===== config.mk =====
export PLATFORM = sky130hd
export DESIGN_NAME = uart_tx_drain
export DESIGN_NICKNAME = d
export VERILOG_FILES = /design/src/rtl/uart_tx_drain.sv
export SDC_FILE = /design/constraint.sdc
export NUM_CORES = 1
export LEC_CHECK = 0
export ABC_AREA = 1
export BUFFER_PORTS_ARGS = -buffer_cell sky130_fd_sc_hd__buf_4
export CAP_MARGIN = 20
export CORE_UTILIZATION = 35
export CTS_CLUSTER_SIZE = 25
export DETAILED_ROUTE_END_ITERATION = 8
export PLACE_DENSITY_LB_ADDON = 0.3
export SYNTH_ARGS = -nofsm -noshare
export SYNTH_HDL_FRONTEND = slang
export SYNTH_SLANG_ARGS = --single-unit

===== constraint.sdc =====
create_clock -name clock -period 2.1 [get_ports clock]
set_input_delay 0.63 -clock clock [delete_from_list [all_inputs] [get_ports clock]]
set_output_delay 0.63 -clock clock [all_outputs]
set_load 0.01 [all_outputs]

===== src/rtl/uart_tx_drain.sv =====
// UART transmitter: pops one byte at a time from the tx fifo and shifts it out
// as start bit, LSB-first data, optional parity and stop bit(s).
module uart_tx_drain #(
  parameter int unsigned DATA_WIDTH   = 8,
  parameter int unsigned CLKS_PER_BIT = 16,
  parameter int unsigned PARITY       = 0,
  parameter int unsigned STOP_BITS    = 1
) (
  input  logic                  clock,
  input  logic                  resetn,
  input  logic                  enable,
  input  logic                  fifo_empty,
  input  logic [DATA_WIDTH-1:0] fifo_data,
  output logic                  fifo_pop,
  output logic                  tx,
  output logic                  busy,
  output logic                  frame_done
);

  localparam int unsigned DIV_W = (CLKS_PER_BIT > 1) ? $clog2(CLKS_PER_BIT) : 1;
  localparam int unsigned CNT_W = $clog2(DATA_WIDTH + 1);

  localparam logic [DIV_W-1:0] DIV_LAST  = DIV_W'(CLKS_PER_BIT - 1);
  localparam logic [DIV_W-1:0] DIV_PRE   = DIV_W'(CLKS_PER_BIT - 2);
  localparam logic [CNT_W-1:0] DATA_LAST = CNT_W'(DATA_WIDTH - 1);
  localparam logic [CNT_W-1:0] STOP_LAST = CNT_W'(STOP_BITS - 1);
  localparam logic             ODD       = (PARITY == 2);

  typedef enum logic [2:0] {
    S_IDLE,
    S_FETCH,
    S_START,
    S_DATA,
    S_PARITY,
    S_STOP
  } state_t;

  state_t                state;
  logic [DIV_W-1:0]      div;
  logic [CNT_W-1:0]      cnt;
  logic [DATA_WIDTH-1:0] shift;
  logic                  par;

  // Pop must land in IDLE so the byte can be captured in the very next cycle.
  assign fifo_pop = resetn && (state == S_IDLE) && enable && !fifo_empty;
  assign busy     = (state != S_IDLE) || fifo_pop;

  always_ff @(posedge clock or negedge resetn) begin
    if (!resetn) begin
      state      <= S_IDLE;
      div        <= '0;
      cnt        <= '0;
      shift      <= '0;
      par        <= 1'b0;
      tx         <= 1'b1;
      frame_done <= 1'b0;
    end else begin
      frame_done <= 1'b0;
      case (state)
        S_IDLE: begin
          tx  <= 1'b1;
          div <= '0;
          cnt <= '0;
          if (fifo_pop) state <= S_FETCH;
        end
        // The fifo only presents data in this cycle; latch it now.
        S_FETCH: begin
          shift <= fifo_data;
          par   <= (^fifo_data) ^ ODD;
          tx    <= 1'b0;
          div   <= '0;
          state <= S_START;
        end
        default: begin
          // Raised one cycle early so the registered pulse lines up with the last stop cycle.
          if (state == S_STOP && cnt == STOP_LAST && div == DIV_PRE) frame_done <= 1'b1;
          if (div != DIV_LAST) begin
            div <= div + 1'b1;
          end else begin
            div <= '0;
            case (state)
              S_START: begin
                tx    <= shift[0];
                shift <= shift >> 1;
                cnt   <= '0;
                state <= S_DATA;
              end
              S_DATA: begin
                if (cnt == DATA_LAST) begin
                  cnt <= '0;
                  if (PARITY != 0) begin
                    tx    <= par;
                    state <= S_PARITY;
                  end else begin
                    tx    <= 1'b1;
                    state <= S_STOP;
                  end
                end else begin
                  tx    <= shift[0];
                  shift <= shift >> 1;
                  cnt   <= cnt + 1'b1;
                end
              end
              S_PARITY: begin
                tx    <= 1'b1;
                cnt   <= '0;
                state <= S_STOP;
              end
              S_STOP: begin
                if (cnt == STOP_LAST) begin
                  cnt   <= '0;
                  state <= S_IDLE;
                end else begin
                  cnt <= cnt + 1'b1;
                end
              end
              default: state <= S_IDLE;
            endcase
          end
        end
      endcase
    end
  end

endmodule


# Yosys cells after proc, flatten, opt, wreduce, memory -nomap -nowiden
# Index checks and enable logic that the tools add are counted.
[word_totals] word_cells=67 regBits=21 inputBits=12
[classes] n_mux=23 reduce_logical=19 bitwise_logic=2 addsub=2 n_eq_ne=15
[op_table] op="$pmux W8 S2" n=2
[op_table] op="$mux W4" n=5
[op_table] op="$mux W8" n=2
[op_table] op="$mux W3" n=4
[op_table] op="$pmux W3 S4" n=1
[op_table] op="$pmux W4 S3" n=1
[op_table] op="$add A4 B1 Y4 const B" n=2
[op_table] op="$ne A4 B4 Y1 const B" n=2
[op_table] op="$pmux W4 S2" n=1
[op_table] op="$reduce_and A4 Y1" n=2
[op_table] op="$eq A3 B2 Y1 const B" n=2
[op_table] op="$eq A3 B3 Y1 const B" n=2
[op_table] op="$pmux W3 S2" n=1
[op_table] op="$reduce_bool A3 Y1" n=2
[op_table] op="$logic_and A1 B1 Y1" n=5
[op_table] op="$reduce_bool A5 Y1" n=1
[op_table] op="$eq A4 B3 Y1 const B" n=1
[op_table] op="$eq A4 B4 Y1 const B" n=1
[op_table] op="$logic_not A4 Y1" n=1
[op_table] op="$mux W1" n=4
[op_table] op="$ne A2 B2 Y1 const B" n=2
[op_table] op="$ne A4 B2 Y1 const B" n=1
[op_table] op="$reduce_bool A4 Y1" n=1
[op_table] op="$reduce_or A2 Y1" n=2
[op_table] op="12 further kinds" n=13

# Logic depth before layout (Yosys ltp)
[logic_depth] word_depth=6 depth_mapped=9

# Worst setup path before layout
# OpenSTA, ideal clock, no wires.
[synth_timing] kind="flip-flop to output port" start="register state[1]" end="output fifo_pop" setup_slack_ns=0.437 path_stages_with_launch=4 n_path_buf=0 arrival_ns=1.033 cell_sequence="dfrtp_1 nor2_2 nand2_2 nor3_1"
[synth_via] elab_chain_cells=4
[synth_lines] item="start, declared" line="38" rtl="state_t state;"
[synth_lines] item="start signal, assigned" line="50" rtl="state <= S_IDLE;"
[synth_lines] item="start signal, assigned" line="64" rtl="if (fifo_pop) state <= S_FETCH;"
[synth_lines] item="start signal, assigned" line="72" rtl="state <= S_START;"
[synth_lines] item="$logic_not A3 Y1" line="45" rtl="assign fifo_pop = resetn && (state == S_IDLE) && enable && !fifo_empty;"
[synth_lines] item="$logic_and A1 B1 Y1 (3 in a row)" line="45"
[synth_lines] item="end, declared" line="14" rtl="output logic fifo_pop,"
# No other way between the ends.

# Final worst setup path
[layout_timing] start="register state[0]" end="output busy"
[layout_via] elab_chain_cells=5
[layout_lines] item="$logic_not A3 Y1" line="45"
[layout_lines] item="$logic_and A1 B1 Y1 (3 in a row)" line="45"
[layout_lines] item="$logic_or A1 B1 Y1 *" line="46" rtl="assign busy = (state != S_IDLE) || fifo_pop;"
[layout_lines] item="end, declared" line="16" rtl="output logic busy,"
# Every way passes the cells marked *; elsewhere a longest branch is shown, timed or not.

==> parameters.txt <==
Parameter                              Value

Synthesis
  Post-Syn Nets ... 171
  Adder and majority cell fraction of the synthesized area ... 4.090%
  Most used DFF post-synth ... sky130_fd_sc_hd__dfrtp_1
  Complex-gate fraction of the synthesized area ... 10.63%
  Top area cells in the synthesized netlist ... sky130_fd_sc_hd__dfrtp_1 41%, sky130_fd_sc_hd__nand2_1 13%, sky130_fd_sc_hd__nand3_1 6.1%
  Share of the yosys chip area belonging to registers ... 43.05%
  Post-Synthesis Cells ... 155
  Fraction of the mapped netlist area in simple logic gates ... 34.05%
  Fraction of registers with async set or reset after synthesis ... 100.0%
  Area of the mapped netlist ... 0.001224 mm^2
  Mean instance size in the synthesized netlist ... 7.895 um^2
  Proportion of synthesized area in mux cells ... 0%
  Yosys top cell area share ... 40.90%
  Area share of xor/xnor cells in the synthesized design ... 2.147%
  Cell type contributing the most total cell area after synthesis ... sky130_fd_sc_hd__dfrtp_1
  Yosys reg bits ... 21
  Main combinational cell family by area after synthesis ... simple AND/OR/NAND/NOR gates
  Most frequent cells after synthesis ... 42 x sky130_fd_sc_hd__nand2_1, 20 x sky130_fd_sc_hd__dfrtp_1, 15 x sky130_fd_sc_hd__nand3_1, 11 x sky130_fd_sc_hd__nor2_1, 10 x sky130_fd_sc_hd__o21ai_0
  Cell with the most instances after synthesis ... sky130_fd_sc_hd__nand2_1
  Distinct cells, synth ... 25
  Count of flip-flops with a built-in enable after synthesis ... 0
  Synth Warn # ... 0

Setup path
  Highest cell delay on the worst timing path ... 0.47 ns
  Endpoint required time on the critical path ... 1.47 ns
  Data arrival time of the critical path ... 1.40 ns
  Crit path capture type ... primary output
  Kind of start point of the critical path ... register
  Sum of buffers and inverters on the critical path ... 2
  Crit path max-delay family ... flip-flops
  CP Cell Sequence ... nor2_4 -> nand2_2 -> nor2_2 -> inv_1 -> buf_4
  Maximum net fanout on the critical path ... 5
  Slowest CP cell ... sky130_fd_sc_hd__dfrtp_2
  Crit path kind ... register to primary output

Placed design
  Half-perimeter wire length of the detailed placement result ... 1820 um
  Pre-CTS setup slack ... 0.2754 ns
  Final weighted congestion in routability-driven placement ... 0.8687
  Placement Cell Area ... 0.001379 mm^2
  Number of buffers added on ports ... 15

Route
  DRC marker count from the first detailed-route iteration ... 36
  Via count of the routed design ... 1,099
  WL/cell ... 11.73 um
  Number of nets still failing antenna checks after routing ... 0
  Total wirelength of the detailed-routed design ... 2627 um
  DRC violations left ... 0
  Via-per-instance ratio ... 4.906
  Detailed-routing iteration count for the pre-antenna-repair pass ... 4

STA
  Final hold slack ... 0.2808 ns
  Number of failing hold endpoints at the final stage ... 0
  Highest clock rate ... 0.4924 GHz
  Slack of the critical path ... 0.06916 ns
  Normalized max-slew margin ... 80.38%
  Post-Route Skew ... 0.004945 ns
  Setup repair after global routing missed its margin ... false
  Minimum period implied by the final worst setup slack ... 2.031 ns
  Number of max-slew violations in the final report ... 0
  Share of the cycle needed by the critical path after routing ... 96.71%
  Transition time at the pin with the least slew margin ... 0.2940 ns
  Final number of setup-violating endpoints ... 0
  Setup tns final ... 0 ns

Floorplanning
  Placeable core region ... 0.003337 mm^2
  Die Span Y ... 61.13 um
  Floorplan die area ... 0.003737 mm^2
  Initial standard-cell utilization of the core ... 36.67%
  Width of the die ... 61.13 um
  Number of primary I/O pins ... 16
  Standard-cell row count ... 21

CTS
  H-Tree Depth ... 1
  Cell chosen for the clock root ... sky130_fd_sc_hd__clkbuf_4
  TritonCTS clock tree ... yes
  Clock sink count ... 21
  Clock buffers created by TritonCTS ... 3
  Clock Latency Late Sink ... 0.32 ns
  Max clock buf depth ... 2
  Clock slew at reported path FFs ... 0.12 ns

Outcome
  Result of the run ... completed

Power and ir drop
  Internal cell power ... 1046 uW
  Power density over the cells ... 1355 mW/mm^2
  Combinational power share ... 53.8%
  Sw power ... 919.4 uW
  Part of the total power dissipated in sequential elements ... 35.6%
  Leakage component of the power ... 0.0007362 uW
  Worst-case vdd ir drop ... 0.0007133 V
  Switching part of the total power ... 46.79%
  Clock share of power ... 10.6%

GRT
  Sum of overflow across all layers after global routing ... 0
  Global router's overall resource usage ... 15.39%
  Vias in the first global route ... 987
  Number of antenna violations at the first check in global routing ... 0
  Wire length of the first global-routing pass ... 4181 um
  Maximum number of pins on one net before global-route repair ... 22

Finish
  Post-route standard cell area excluding fillers ... 0.001450 mm^2
  Number of nets in the layout ... 195
  Filler Cell Count ... 337
  Total inserted antenna cells ... 0
  Area taken by multi-input logic gates ... 628.1 um^2
  Register area ... 529.3 um^2
  Area growth syn-to-layout ... 18.51%
  Utilization of the core after routing ... 43.46%
  Share of layout cells above drive strength 1 ... 26.97%

Worst hold path
  Class of the tightest hold or removal check ... input pin to asynchronous set/reset pin

Job
  Count of max-cap constraint violations ... 0
-- flip-flops by register name (all words and copies together), names as in the netlist --
| signal | cells |
|---|---|
| tx | 1 |
| state | 3 |
| cnt | 4 |
| frame_done | 1 |
| shift | 8 |
| div | 4 |
-- cell type report --
class                      instances  share of cell area, %
multi-input combinational        119                  43.31
sequential                        21                  36.50
timing repair buffer              21                  10.87
tap                               46                  3.969
inverter                          13                  3.538
clock buffer                       4                  1.812
-- power by group through the flow --
stage               logic, uW  registers [uW]  clock network [uW]
floorplan                 774             678                   0
global placement          923             692                   0
detailed placement        948             701                   0
CTS                       965             700                 209
global route             1190             719                 220
finish                   1060             699                 208
-- repair_timing --
item,CTS,global route
setup buffers,0,5
hold buffers,0,0
gates resized for setup,1,2
pin swaps,0,1
endpoints found under the hold margin,0,0
endpoints found under the setup margin,2,2
-- final timing paths --
kind | start | end | slack, ns | cells past startpoint
worst min-delay path | resetn | cnt[0] | 0.28 | 2
max in group asynchronous | resetn | tx | 1.53 | 2
min in group clock | shift[7] | shift[7] | 0.48 | 2
worst max-delay path | state[0] | busy | 0.07 | 5
worst min register to register | shift[7] | shift[7] | 0.48 | 2
worst max register to register | state[1] | shift[6] | 0.48 | 7
-- layer usage --
metal  vias up  routed length, um  part of all wire [%]  global-route usage (%)
li1        547                  -                     -                       -
met1       513               1205                    46                   20.63
met2        32               1260                    48                   24.53
met3         7                 99                   3.8                   2.101
met4         0                 61                   2.3                   7.468
met5         -                  0                     0                       0
-- cell usage in the layout, fill, tap and decap left out, drive strengths merged, types with 2 or more instances in the layout --
| cell type | synthesis | layout |
|---|---|---|
| clkbuf | 0 | 4 |
| inv | 13 | 13 |
| ha | 4 | 4 |
| nand2 | 47 | 47 |
| o21ai | 18 | 18 |
| or2 | 7 | 7 |
| buf | 2 | 21 |
| dfrtp | 20 | 20 |
| nand3 | 18 | 18 |
| a21oi | 5 | 5 |
| nor2 | 14 | 14 |
| xor2 | 2 | 2 |
-- per-stage QoR --
step | total power (uW) | cells
final | 1965 | 224
after CTS | 1874 | 219
after global placement | 1615 | 215
after global routing | 2132 | 224
after detailed placement | 1650 | 215
after floorplan | 1452 | 155
-- cells by family after synthesis --
kind of cell | after synthesis
XOR/XNOR | 3
adder cells (fa/ha/maj) | 4
buffers and inverters | 15
AO/OA/AOI/OAI | 23
flip-flops | 21
AND/OR/NAND/NOR | 89
Power figures use the tool's default switching activity.
